## src/rtl/cp0_unit_if.sv

```systemverilog
//==============================================================================
// Module      : cp0_unit_if
// Description : Pipeline-side bus bundle for the coprocessor-0 exception
//               controller. It groups the mtc0/mfc0 port, the M-stage
//               exception inputs, and the redirect outputs returned to the
//               next-PC logic.
//   master : pipeline side. It drives WE/A1/A2/DIn/VPC/BDIn/ExcCodeIn/HWInt/EXLClr
//            and samples DOut/EPCOut/Req/HandlerPC.
//   slave  : cp0_unit side, which is the mirror image of master.
// Revision    : 1.0 - initial release
//==============================================================================
`default_nettype none

interface cp0_unit_if;
   logic        WE;         // mtc0 write enable
   logic [4:0]  A1;         // mfc0 read register number
   logic [4:0]  A2;         // mtc0 write register number
   logic [31:0] DIn;        // mtc0 write data
   logic [31:0] VPC;        // PC of the instruction in M
   logic        BDIn;       // M instruction is in a branch delay slot
   logic [4:0]  ExcCodeIn;  // exception code of M instruction, 0 = none
   logic [5:0]  HWInt;      // external interrupt lines
   logic        EXLClr;     // eret retiring in M
   logic [31:0] DOut;       // mfc0 read data
   logic [31:0] EPCOut;     // current EPC (eret target)
   logic        Req;        // redirect to handler this cycle
   logic [31:0] HandlerPC;  // exception entry PC

   modport master (
      output WE, A1, A2, DIn, VPC, BDIn, ExcCodeIn, HWInt, EXLClr,
      input  DOut, EPCOut, Req, HandlerPC
   );

   modport slave (
      input  WE, A1, A2, DIn, VPC, BDIn, ExcCodeIn, HWInt, EXLClr,
      output DOut, EPCOut, Req, HandlerPC
   );
endinterface

`default_nettype wire

```

## src/rtl/cp0_unit.sv

```systemverilog
//==============================================================================
// Module      : cp0_unit
// Description : Coprocessor-0 exception controller at the M stage. It detects
//               interrupts and exceptions, captures the victim PC into EPC,
//               and holds the SR, Cause and EPC registers.
//   clk   : single clock
//   reset : synchronous active-high reset
//   bus   : cp0_unit_if.slave
//             inputs  WE, A1, A2, DIn, VPC, BDIn, ExcCodeIn, HWInt, EXLClr
//             outputs DOut (mfc0 data, combinational), EPCOut (registered),
//                     Req (combinational), HandlerPC (constant)
// Config      : `define CP0_PRID_EN makes reg 15 read PRID_VALUE.
//               Without it, reg 15 reads 0.
// Revision    : 1.0 - initial release
//==============================================================================
`default_nettype none

module cp0_unit #(
   parameter logic [31:0] HANDLER_ADDR = 32'h0000_4180,
   parameter logic [31:0] PRID_VALUE   = 32'h2022_0700
) (
   input  wire logic   clk,
   input  wire logic   reset,
   cp0_unit_if.slave   bus
);

   localparam logic [4:0] REG_SR    = 5'd12;
   localparam logic [4:0] REG_CAUSE = 5'd13;
   localparam logic [4:0] REG_EPC   = 5'd14;
   localparam logic [4:0] REG_PRID  = 5'd15;

   // Only the architecturally defined fields are stored. Every other bit
   // reads back as zero.
   logic [5:0]  sr_im;
   logic        sr_exl;
   logic        sr_ie;
   logic        cause_bd;
   logic [5:0]  cause_ip;
   logic [4:0]  cause_exc;
   logic [31:0] epc_q;

   logic        int_req;
   logic        exc_req;
   logic        req;
   logic [31:0] sr_word;
   logic [31:0] cause_word;
   logic [31:0] prid_word;
   logic [31:0] rd_data;

   // While EXL is set, all requests are masked. Interrupts are level-sensitive
   // and are never latched.
   assign int_req = (|(bus.HWInt & sr_im)) & sr_ie & ~sr_exl;
   assign exc_req = (bus.ExcCodeIn != 5'd0) & ~sr_exl;
   assign req     = int_req | exc_req;

   assign sr_word    = {16'd0, sr_im, 8'd0, sr_exl, sr_ie};
   assign cause_word = {cause_bd, 15'd0, cause_ip, 3'd0, cause_exc, 2'd0};

`ifdef CP0_PRID_EN
   assign prid_word = PRID_VALUE;
`else
   assign prid_word = 32'd0;
   // This keeps PRID_VALUE referenced when the feature is compiled out.
   logic unused_prid;
   assign unused_prid = ^PRID_VALUE;
`endif

   always_ff @(posedge clk) begin
      if (reset) begin
         sr_im     <= 6'd0;
         sr_exl    <= 1'b0;
         sr_ie     <= 1'b0;
         cause_bd  <= 1'b0;
         cause_ip  <= 6'd0;
         cause_exc <= 5'd0;
         epc_q     <= 32'd0;
      end else begin
         // IP follows the interrupt lines on every edge.
         cause_ip <= bus.HWInt;
         if (req) begin
            // The faulting instruction does not retire. Any concurrent mtc0
            // and any concurrent eret are discarded.
            sr_exl    <= 1'b1;
            cause_bd  <= bus.BDIn;
            cause_exc <= int_req ? 5'd0 : bus.ExcCodeIn;
            epc_q     <= bus.BDIn ? (bus.VPC - 32'd4) : bus.VPC;
         end else begin
            if (bus.EXLClr) begin
               sr_exl <= 1'b0;
            end
            if (bus.WE && (bus.A2 == REG_SR)) begin
               sr_im  <= bus.DIn[15:10];
               sr_exl <= bus.DIn[1];
               sr_ie  <= bus.DIn[0];
            end
            if (bus.WE && (bus.A2 == REG_EPC)) begin
               epc_q <= bus.DIn;
            end
         end
      end
   end

   // The read port shows state from before the edge. DIn is not bypassed.
   always_comb begin
      rd_data = 32'd0;
      case (bus.A1)
         REG_SR:    rd_data = sr_word;
         REG_CAUSE: rd_data = cause_word;
         REG_EPC:   rd_data = epc_q;
         REG_PRID:  rd_data = prid_word;
         default:   rd_data = 32'd0;
      endcase
   end

   assign bus.DOut      = rd_data;
   assign bus.EPCOut    = epc_q;
   assign bus.Req       = req;
   assign bus.HandlerPC = HANDLER_ADDR;

endmodule

`default_nettype wire
```

## src/flat_wrapper.sv

```systemverilog
// flat-port wrapper written by rule: the top's interface ports become plain ports
module cp0_unit_flat 
#(
   parameter logic [31:0] HANDLER_ADDR = 32'h0000_4180,
   parameter logic [31:0] PRID_VALUE   = 32'h2022_0700
)
  (clk, reset, bus_WE, bus_A1, bus_A2, bus_DIn, bus_VPC, bus_BDIn, bus_ExcCodeIn, bus_HWInt, bus_EXLClr, bus_DOut, bus_EPCOut, bus_Req, bus_HandlerPC);
  cp0_unit_if bus_i ();
  input  wire logic clk;
  input  wire logic reset;
  input wire logic [$bits(bus_i.WE)-1:0] bus_WE;
  input wire logic [$bits(bus_i.A1)-1:0] bus_A1;
  input wire logic [$bits(bus_i.A2)-1:0] bus_A2;
  input wire logic [$bits(bus_i.DIn)-1:0] bus_DIn;
  input wire logic [$bits(bus_i.VPC)-1:0] bus_VPC;
  input wire logic [$bits(bus_i.BDIn)-1:0] bus_BDIn;
  input wire logic [$bits(bus_i.ExcCodeIn)-1:0] bus_ExcCodeIn;
  input wire logic [$bits(bus_i.HWInt)-1:0] bus_HWInt;
  input wire logic [$bits(bus_i.EXLClr)-1:0] bus_EXLClr;
  output wire logic [$bits(bus_i.DOut)-1:0] bus_DOut;
  output wire logic [$bits(bus_i.EPCOut)-1:0] bus_EPCOut;
  output wire logic [$bits(bus_i.Req)-1:0] bus_Req;
  output wire logic [$bits(bus_i.HandlerPC)-1:0] bus_HandlerPC;
  assign bus_i.WE = bus_WE;
  assign bus_i.A1 = bus_A1;
  assign bus_i.A2 = bus_A2;
  assign bus_i.DIn = bus_DIn;
  assign bus_i.VPC = bus_VPC;
  assign bus_i.BDIn = bus_BDIn;
  assign bus_i.ExcCodeIn = bus_ExcCodeIn;
  assign bus_i.HWInt = bus_HWInt;
  assign bus_i.EXLClr = bus_EXLClr;
  assign bus_DOut = bus_i.DOut;
  assign bus_EPCOut = bus_i.EPCOut;
  assign bus_Req = bus_i.Req;
  assign bus_HandlerPC = bus_i.HandlerPC;
  cp0_unit #(.HANDLER_ADDR(HANDLER_ADDR), .PRID_VALUE(PRID_VALUE)) u_core (.clk(clk), .reset(reset), .bus(bus_i));
endmodule
```

## config.mk

```make
export PLATFORM = sky130hd
export DESIGN_NAME = cp0_unit_flat
export DESIGN_NICKNAME = d
export VERILOG_FILES = /design/src/rtl/cp0_unit_if.sv /design/src/rtl/cp0_unit.sv /design/src/flat_wrapper.sv
export SDC_FILE = /design/constraint.sdc
export NUM_CORES = 1
export LEC_CHECK = 0
export ABC_AREA = 1
export CAP_MARGIN = 20
export CORE_ASPECT_RATIO = 0.7
export CORE_MARGIN = 5
export CORE_UTILIZATION = 38
export CTS_CLUSTER_SIZE = 16
export DETAILED_ROUTE_END_ITERATION = 16
export PLACE_DENSITY = 0.81
export SETUP_SLACK_MARGIN = 0.05
export SLEW_MARGIN = 20
export SYNTH_ARGS = -nofsm -noshare
export SYNTH_HDL_FRONTEND = slang
export SYNTH_SLANG_ARGS = --single-unit
```

## constraint.sdc

```tcl
create_clock -name clk -period 1.5 [get_ports clk]
set_clock_uncertainty 0.1 [all_clocks]
set_input_delay 0.3 -clock clk [delete_from_list [all_inputs] [get_ports clk]]
set_output_delay 0.3 -clock clk [all_outputs]
set_load 0.03 [all_outputs]
```

* After elaboration in Yosys (flattened, before gate mapping)
Index checks and enable logic that the tools add are counted.
Operators by class: $add $sub $neg 1, $mul 0, div/mod/pow operators 0, order comparisons 0, equality and inequality tests 5, shift-type cells 0, muxes and demuxes 8, bitwise operators 7, reduce and logical (&&, ||, !) cells 7
Operators with widths (number):
- 32-bit 2-to-1 mux | 3
- 32-bit one-hot mux with 3 select lines | 1
- 32-bit by 3-bit subtractor with 32-bit output, second input constant | 1
- 5-bit by 4-bit == test with 1-bit output, second input constant | 5
- 6-bit bitwise AND | 1
- 6-bit OR reduction | 1
- 5-bit 2-to-1 mux | 1
- 5-bit nonzero test | 1
- 1-bit bitwise AND | 3
- 1-bit 2-to-1 mux | 3
- 3-bit nonzero test | 1
- 1-bit logical AND | 2
- 1-bit NOT | 2
- 2-bit AND reduction | 1
- 2-bit nonzero test | 1
- 1-bit bitwise OR | 1
Word-level totals: register bits after elaboration 52, latch bits 0, bits in writable memories 0, ROM bits 0, input bits 90, output and inout bits 97, word-level logic and storage cells 35, memories kept 0

* Depth between registers and ports, before layout
Gate-level depths: netlist (run 1).
word-level depth 7, gate-level depth with buffers 12, gate-level depth less buffers 12

* Worst setup path after synthesis (run 1)
OpenSTA, ideal clock, no wires.
kind input -> output, start point input bus_A1[3], end point output bus_DOut[13], arrival 1.572 ns, required time 1.100 ns, path slack -0.472 ns, stages on the path 6, buffers on the path 0, cell sequence nand2_1 -> nor2_1 -> nand2_1 -> nor2_1 -> inv_1 -> o221ai_1
On the way: longest elaborated chain between the ends 2, elaborated cells on any way between the ends 4, those cells by class 3 x eq/ne; 1 x mux
Ends and longest elaborated chain:
- start: declaration | RTL line flat_wrapper.sv:12 | input wire logic [$bits(bus_i.A1)-1:0] bus_A1;
- 5-bit by 4-bit == test with 1-bit output | RTL line cp0_unit.sv:106 | case (bus.A1)
- 32-bit one-hot mux with 3 select lines * | RTL line cp0_unit.sv:106
- end: declaration | RTL line flat_wrapper.sv:20 | output wire logic [$bits(bus_i.DOut)-1:0] bus_DOut;
Every way passes the cells marked *; elsewhere a longest branch is shown, timed or not.

* Worst setup path in the final report (run 1)
start point register u_core.sr_im[3], end point output bus_Req
On the way: longest elaborated chain between the ends 5
Ends and longest elaborated chain:
- start: declaration | RTL line cp0_unit.sv:34 | logic [5:0] sr_im;
- start signal: assignment | RTL line cp0_unit.sv:92 | sr_im <= bus.DIn[15:10];
- 6-bit bitwise AND | RTL line cp0_unit.sv:52 | assign int_req = (|(bus.HWInt & sr_im)) & sr_ie & ~sr_exl;
- 6-bit OR reduction | RTL line cp0_unit.sv:52
- 1-bit bitwise AND (2 in a row) | RTL line cp0_unit.sv:52
- 1-bit bitwise OR | RTL line cp0_unit.sv:54 | assign req = int_req | exc_req;
- end: declaration | RTL line flat_wrapper.sv:22 | output wire logic [$bits(bus_i.Req)-1:0] bus_Req;
Every way passes these cells.

==> out/results.txt, run 1 <==
share of the synthesized area in the top cell type - 27.0%
WS Path Type - flop to output pin
worst path bufs/invs - 3
drt wl/cell - 18.5 um
hold path depth - 3
share of cells above drive strength 1 - 41.1%
Post-DP HPWL - 13200 um
Seq pwr share - 34.5%
Critical Path Source Type - flop
worst skew pair latency - 0.29 ns
IO Count - 187
dpl cells - 1016
placer congestion estimate - 0.897
largest net degree at the start of global routing - 26
post-place instance area - 6720 um2
Syn Area/Cell - 6.00 um2
distinct cell type count after synthesis - 40
Power Density - 585 nW/um2
status - complete, but fails checks
Pins Over Slew Limit - 0
DRT iter0 DRCs - 497
reg2reg path depth - 12
ys async rst share - 0%
die width - 130 um
Hold Crit Class - input pin to flop
CP required - 1.10 ns
Critical Path, Cell by Cell - inv_2, o21ai_4, nor2_4, nand2_2, nand3_4, nand2_8, buf_12, buf_8
RSZ-0062 raised after global routing - yes
Power Internal - 0.00291 W
Place WS - -0.856 ns
commonest non-fill, non-tap cell in the layout - nand2_1
Comb pwr share - 39.8%
# rows - 30
fin crit period - 1.83 ns
hold path endpoint - u_core.cause_ip[0]
fin nets - 1019
Die Ht - 94.3 um
DIE AREA - 12300 um2
Crit Reg-Reg Startpoint - u_core.sr_im[3]
delay-heaviest family, CP - flip-flops
routed vias/inst - 5.27
1st-pass router iterations - 6
drt drc - 0
design area - 7860 um2
wirelength, routed - 19500 um
CTS Buf Count - 5
Finish-stage setup viols - 79
sequential area share after synthesis - 27.0%
period utilisation layout - 122%
Area contributors post-synth - dfxtp_1 27%, nand2_1 17%, nor2_1 9.6%, inv_1 8.3%, buf_4 7.2%
post-synthesis register bit count - 52
fin cells - 1058
CP max-delay cell - dfxtp_2
P_sw - 0.00168 W
leading area contributor after synthesis - dfxtp_1
Max-Cap Viols - 0
Mapped Cells - 643
P_leak - 3.76 nW
Core Area - 9800 um2
failing checks - setup timing
root buf cell - clkbuf_16
GRT Util Overall - 29.7%
PortBufs - 154
DRT antenna net count - 0
final hold viol count - 0
clk buf depth - 2
flop-to-flop setup slack - -0.27 ns
Area growth syn-to-layout - 104%
Starting Density - 39.4%
mapped cell area - 3860 um2
synth warn - 0
TritonCTS Sinks - 52
gr ovfl total - 0
Main synth FF type - dfxtp_1
H-tree depth - 2
worst r2r dst - u_core.bus.EPCOut[16]
Peak VDD IR - 0.000512 V
most frequent cells in the layout - 137 x nand2_1, 110 x buf_4, 74 x inv_1
CP max FO - 3
first-pass GRT wire length - 28500 um
worst path arrival time - 1.43 ns
Via Count - 5577
Hold Path Origin - bus_HWInt[0]
slowest cell delay on critical path - 0.34 ns
vias in the first global route - 5464
switching share of power - 36.7%
TNS Setup - -15.97 ns
initial antenna violation count - 1
CTS clock-pin slew for the worst setup and hold paths - 0.07 ns
Max Clk Rate - 547 MHz
TritonCTS clock tree - done
Final WS setup - -0.328 ns
clock share of power - 25.8%
Worst Setup End Kind - output pin
EDFF count, synth - 0
stage by stage:
step	utilization, %	power [W]	hold WS (ns)
after global routing	80.2	0.00476	0.300
after floorplan	-	0.00242	0.307
after global placement	68.6	0.00317	0.350
final	80.2	0.00460	0.282
after CTS	78.6	0.00450	0.262
after detailed placement	68.6	0.00320	0.359
state kept, by name, summed over array words and instances (netlist names):
register           count
u_core.sr_ie           1
u_core.cause_exc       5
u_core.cause_bd        1
u_core.bus.EPCOut     32
u_core.cause_ip        6
u_core.sr_im           6
u_core.sr_exl          1
power groups by stage:
stage	Clock (W)	Combinational, W	Sequential (W)
after floorplan	0	0.000694	0.00173
after global placement	0	0.00158	0.00159
after detailed placement	0	0.00161	0.00160
after CTS	0.00118	0.00175	0.00158
after global routing	0.00124	0.00193	0.00159
final	0.00118	0.00183	0.00158
cells in the mapped netlist (2+ instances only):
master and n:
and3_1 2, buf_6 2, a31oi_1 6, nand2_2 2
nand3_1 29, dfxtp_1 52, o21ai_0 37, o21bai_1 2
a211oi_2 2, buf_2 3, inv_1 85, o22ai_1 2
nor2_2 7, conb_1 2, o21ai_1 4, o211ai_1 3
buf_8 2, inv_2 4, nor2_1 99, buf_4 37
nand3b_1 2, clkbuf_1 10, nand2_1 172, a21oi_1 28
nor3_1 5, nand4_1 16, nor2_4 4, xor2_1 12
cell type report:
class	instances	area, um2
Antenna cell	1	2.50
Clock buffer	5	125
Clock inverter	3	21.3
Fill cell	615	1940
Inverter	90	392
Multi-Input combinational cell	477	2990
Sequential cell	52	1050
Tap cell	128	160
Timing Repair Buffer	302	3120
timing repair:
| item | in CTS | in global routing |
|---|---|---|
| pin swaps | 46 | 30 |
| setup buffers | 24 | 7 |
| setup endpoints to repair | 99 | 93 |
| gates cloned | 5 | 0 |
| hold buffers | 0 | 0 |
| gates resized for setup | 249 | 83 |
worst reg2reg max path: stages (launching register included):
cell      delay (ns)
dfxtp_2         0.34
inv_2           0.05
o21ai_4         0.19
nor2_4          0.05
nand2_2         0.09
nand3_4         0.10
nand2_8         0.10
buf_12          0.11
buf_4           0.11
buf_8           0.11
buf_6           0.11
nor2_2          0.04
a211oi_2        0.20
worst max path at each step:
stage	startpoint	endpoint	slack (ns)	depth (start not counted)
global route	u_core.sr_im[3]	bus_Req	-0.36	8
floorplan	bus_A1[0]	bus_DOut[17]	-0.05	6
global placement	bus_VPC[8]	u_core.bus.EPCOut[17]	-0.86	10
CTS	u_core.sr_im[3]	bus_Req	-0.28	8
finish	u_core.sr_im[3]	bus_Req	-0.33	8
detailed placement	bus_VPC[8]	u_core.bus.EPCOut[17]	-0.86	10
routing by layer:
layer	share of wire (%)	global-route usage [%]	routed length, um	vias up
li1	-	-	-	2528
met1	39	38.8	7520	2604
met2	47	49.1	9240	370
met3	10	5.85	2050	75
met4	3.7	9.85	729	0
met5	0	0	0	-
logic make-up (layout without fill, tap and decap cells):
kind of cell | count (synthesis) | count (layout) | share of synthesized area (%)
buf+inv | 144 | 400 | 18.7
fa+ha+maj | 1 | 1 | 0.324
xor+xnor | 13 | 13 | 2.95
simple gates | 343 | 343 | 38.1
flops | 52 | 52 | 27.0
other cells | 2 | 33 | 0.195
compound gates | 88 | 88 | 12.7
Note: power is estimated with default switching activity, not from simulation.
==> run 2, diff against run 1 <==
==> constraint.sdc (replaced) <==
create_clock -name clk -period 1.5 [get_ports clk]
set_clock_uncertainty 0.1 [all_clocks]
set_input_delay 0.15 -clock clk [delete_from_list [all_inputs] [get_ports clk]]
set_output_delay 0.15 -clock clk [all_outputs]
set_load 0.03 [all_outputs]
==> run 2 against run 1 <==
Combinational power shrank 4%; utilization is 4.6 points lower; clock power grew 11%; worst setup slack better by 0.089 ns; the run still ends with setup timing left; hold slack lost 0.27 ns; register-to-register slack better by 0.06 ns; sequential power is essentially flat; first-iteration DRC count shrank 27%; cell count decreased by 1.2%; cell area down 5.7%; maximum frequency rose by 5.1%; largest power group unchanged.
==> out/results.txt, run 2 (synthesis results as in run 1) <==
Max-slew headroom - 47.9%
Starting Density - 39.4% (unchanged)
drt wl/cell - 16.9 um (-8.4%)
Finish-stage setup viols - 45 (-43%)
# rows - 30 (unchanged)
DRT iter0 DRCs - 365 (-27%)
hold path depth - 3 (unchanged)
GRT Util Overall - 26.6% (-3.1 points)
worst path arrival time - 1.80 ns (+0.37 ns)
drt drc - 0 (unchanged)
first-pass GRT wire length - 25700 um (-9.9%)
CTS Buf Count - 5 (unchanged)
IO Count - 187 (unchanged)
Area growth syn-to-layout - 92.0%
placer congestion estimate - 0.946 (+5.4%)
DRT antenna net count - 0 (unchanged)
PortBufs - 154 (unchanged)
initial antenna violation count - 0 (-1)
commonest non-fill, non-tap cell in the layout - nand2_1
vias in the first global route - 5106 (-6.6%)
wirelength, routed - 17700 um (-9.5%)
fin nets - 1007 (-1.2%)
routed vias/inst - 5.01 (-5.0%)
max reg flops - 32 (unchanged)
Critical Path Source Type - input pin
root buf cell - clkbuf_16
Final WS setup - -0.239 ns (+0.0893 ns)
Peak VDD IR - 0.000541 V (+5.7%)
Pwr Total - 0.00466 W (+1.4%)
CP required - 1.56 ns (+0.46 ns)
most frequent cells in the layout - 126 x nand2_1, 112 x buf_4, 75 x inv_1
Core Area - 9800 um2 (unchanged)
Die Ht - 94.3 um (unchanged)
worst skew pair latency - 0.30 ns (about the same)
Worst Setup End Kind - flop
TritonCTS clock tree - done
TritonCTS Sinks - 52 (unchanged)
RSZ-0062 raised after global routing - yes
number of antenna diodes - 0 (-1)
CP max FO - 7 (+4)
Pins Over Slew Limit - 0 (unchanged)
hold-fix buffers at CTS - 0 (unchanged)
status - complete, but fails checks
Post-DP HPWL - 12200 um (-7.8%)
Least-Margin Pin Slew - 0.780 ns
fin crit period - 1.74 ns (-0.0893 ns)
Max Clk Rate - 575 MHz (+5.1%)
Max-Cap Viols - 0 (unchanged)
share of cells above drive strength 1 - 37.9% (-3.2 points)
WS Path Type - input pin to flop
gr ovfl total - 0 (unchanged)
1st-pass router iterations - 4 (-2)
die width - 130 um (unchanged)
CTS clock-pin slew for the worst setup and hold paths - 0.07 ns (about the same)
Power Density - 629 nW/um2 (+7.5%)
DIE AREA - 12300 um2 (unchanged)
final hold viol count - 0 (unchanged)
P_leak - 3.63 nW (-3.2%)
Via Count - 5232 (-6.2%)
H-tree depth - 2 (unchanged)
period utilisation layout - 116% (-6.0 points)
reg2reg path depth - 12 (unchanged)
Hold Crit Class - input pin to flop
clk buf depth - 2 (unchanged)
failing checks - setup timing
largest net degree at the start of global routing - 33 (+27%)
Final Core Density - 75.6% (-4.6 points)
Place WS - -0.517 ns (+0.339 ns)
==> run 2: cell count changes in the layout (fill, tap and decap cells not counted), moves of 12 or more <==
cell / delta
buf_12: -16
a21oi_1: -13
a21oi_2: +13
dlygate4sd2_1: +24
buf_6: -17
nor2_4: -13
clkdlybuf4s50_1: +12
==> run 2: area by class of cell <==
| type | instances | area [um2] |
|---|---|---|
| clock inverters | 3 | 42.5 |
| clock buffers | 5 | 125 |
| flip-flops and latches | 52 | 1050 |
| multi-input cells | 477 | 2860 |
| well taps | 128 | 160 |
| repair buffers | 287 | 2760 |
| repair inverters | 3 | 43.8 |
| inverters | 90 | 364 |
| fillers | 748 | 2390 |
==> run 2: stage by stage <==
stage	hold slack, ns	TNS [ns]	instance area, um2	instances
2_1_floorplan	0.157	-0.0247	4020	673
3_3_place_gp	0.352	-24.70	6170	1007
3_5_place_dp	0.356	-27.99	6170	1007
4_1_cts	0.147	-3.21	7210	1041
5_1_grt	0.0225	-9.55	7410	1045
6_report	0.0168	-6.70	7410	1045
==> run 2: critical path, stage by stage <==
cell and delay, ns:
clkdlybuf4s50_1 0.45, nor2_1 0.13, nand2_1 0.10, o21ai_4 0.24
nand2_8 0.11, buf_12 0.15, buf_16 0.16, inv_16 0.09
nand2_1 0.07, nand2_1 0.09, a21oi_2 0.06
==> run 2: report_power, final <==
part	switching (W)	internal [W]	total, W
logic	0.00101	0.000750	0.00176
clock network	0.000525	0.000785	0.00131
registers	0.0000969	0.00149	0.00158
==> run 2: timing repair <==
| item | in CTS | in global routing |
|---|---|---|
| hold endpoints to repair | 0 | 0 |
| gates resized for setup | 264 | 61 |
| setup buffers | 22 | 5 |
| pin swaps | 57 | 28 |
| endpoints found under the setup margin | 110 | 63 |
| cloned | 5 | 0 |
==> run 2: final timing paths <==
check                           start                     to  slack, ns
hold reg to reg   u_core.cause_exc[0]    u_core.cause_exc[0]       0.38
setup reg to reg      u_core.sr_im[1]  u_core.bus.EPCOut[12]      -0.21
hold / removal           bus_HWInt[5]     u_core.cause_ip[5]       0.02
setup / recovery     bus_ExcCodeIn[2]  u_core.bus.EPCOut[12]      -0.24
==> run 2: layer usage <==
layer | track usage (%) | routed length (um)
met3 | 6.82 | 1930
met4 | 5.99 | 399
met5 | 0 | 0
met1 | 34.7 | 7170
met2 | 44.3 | 8180
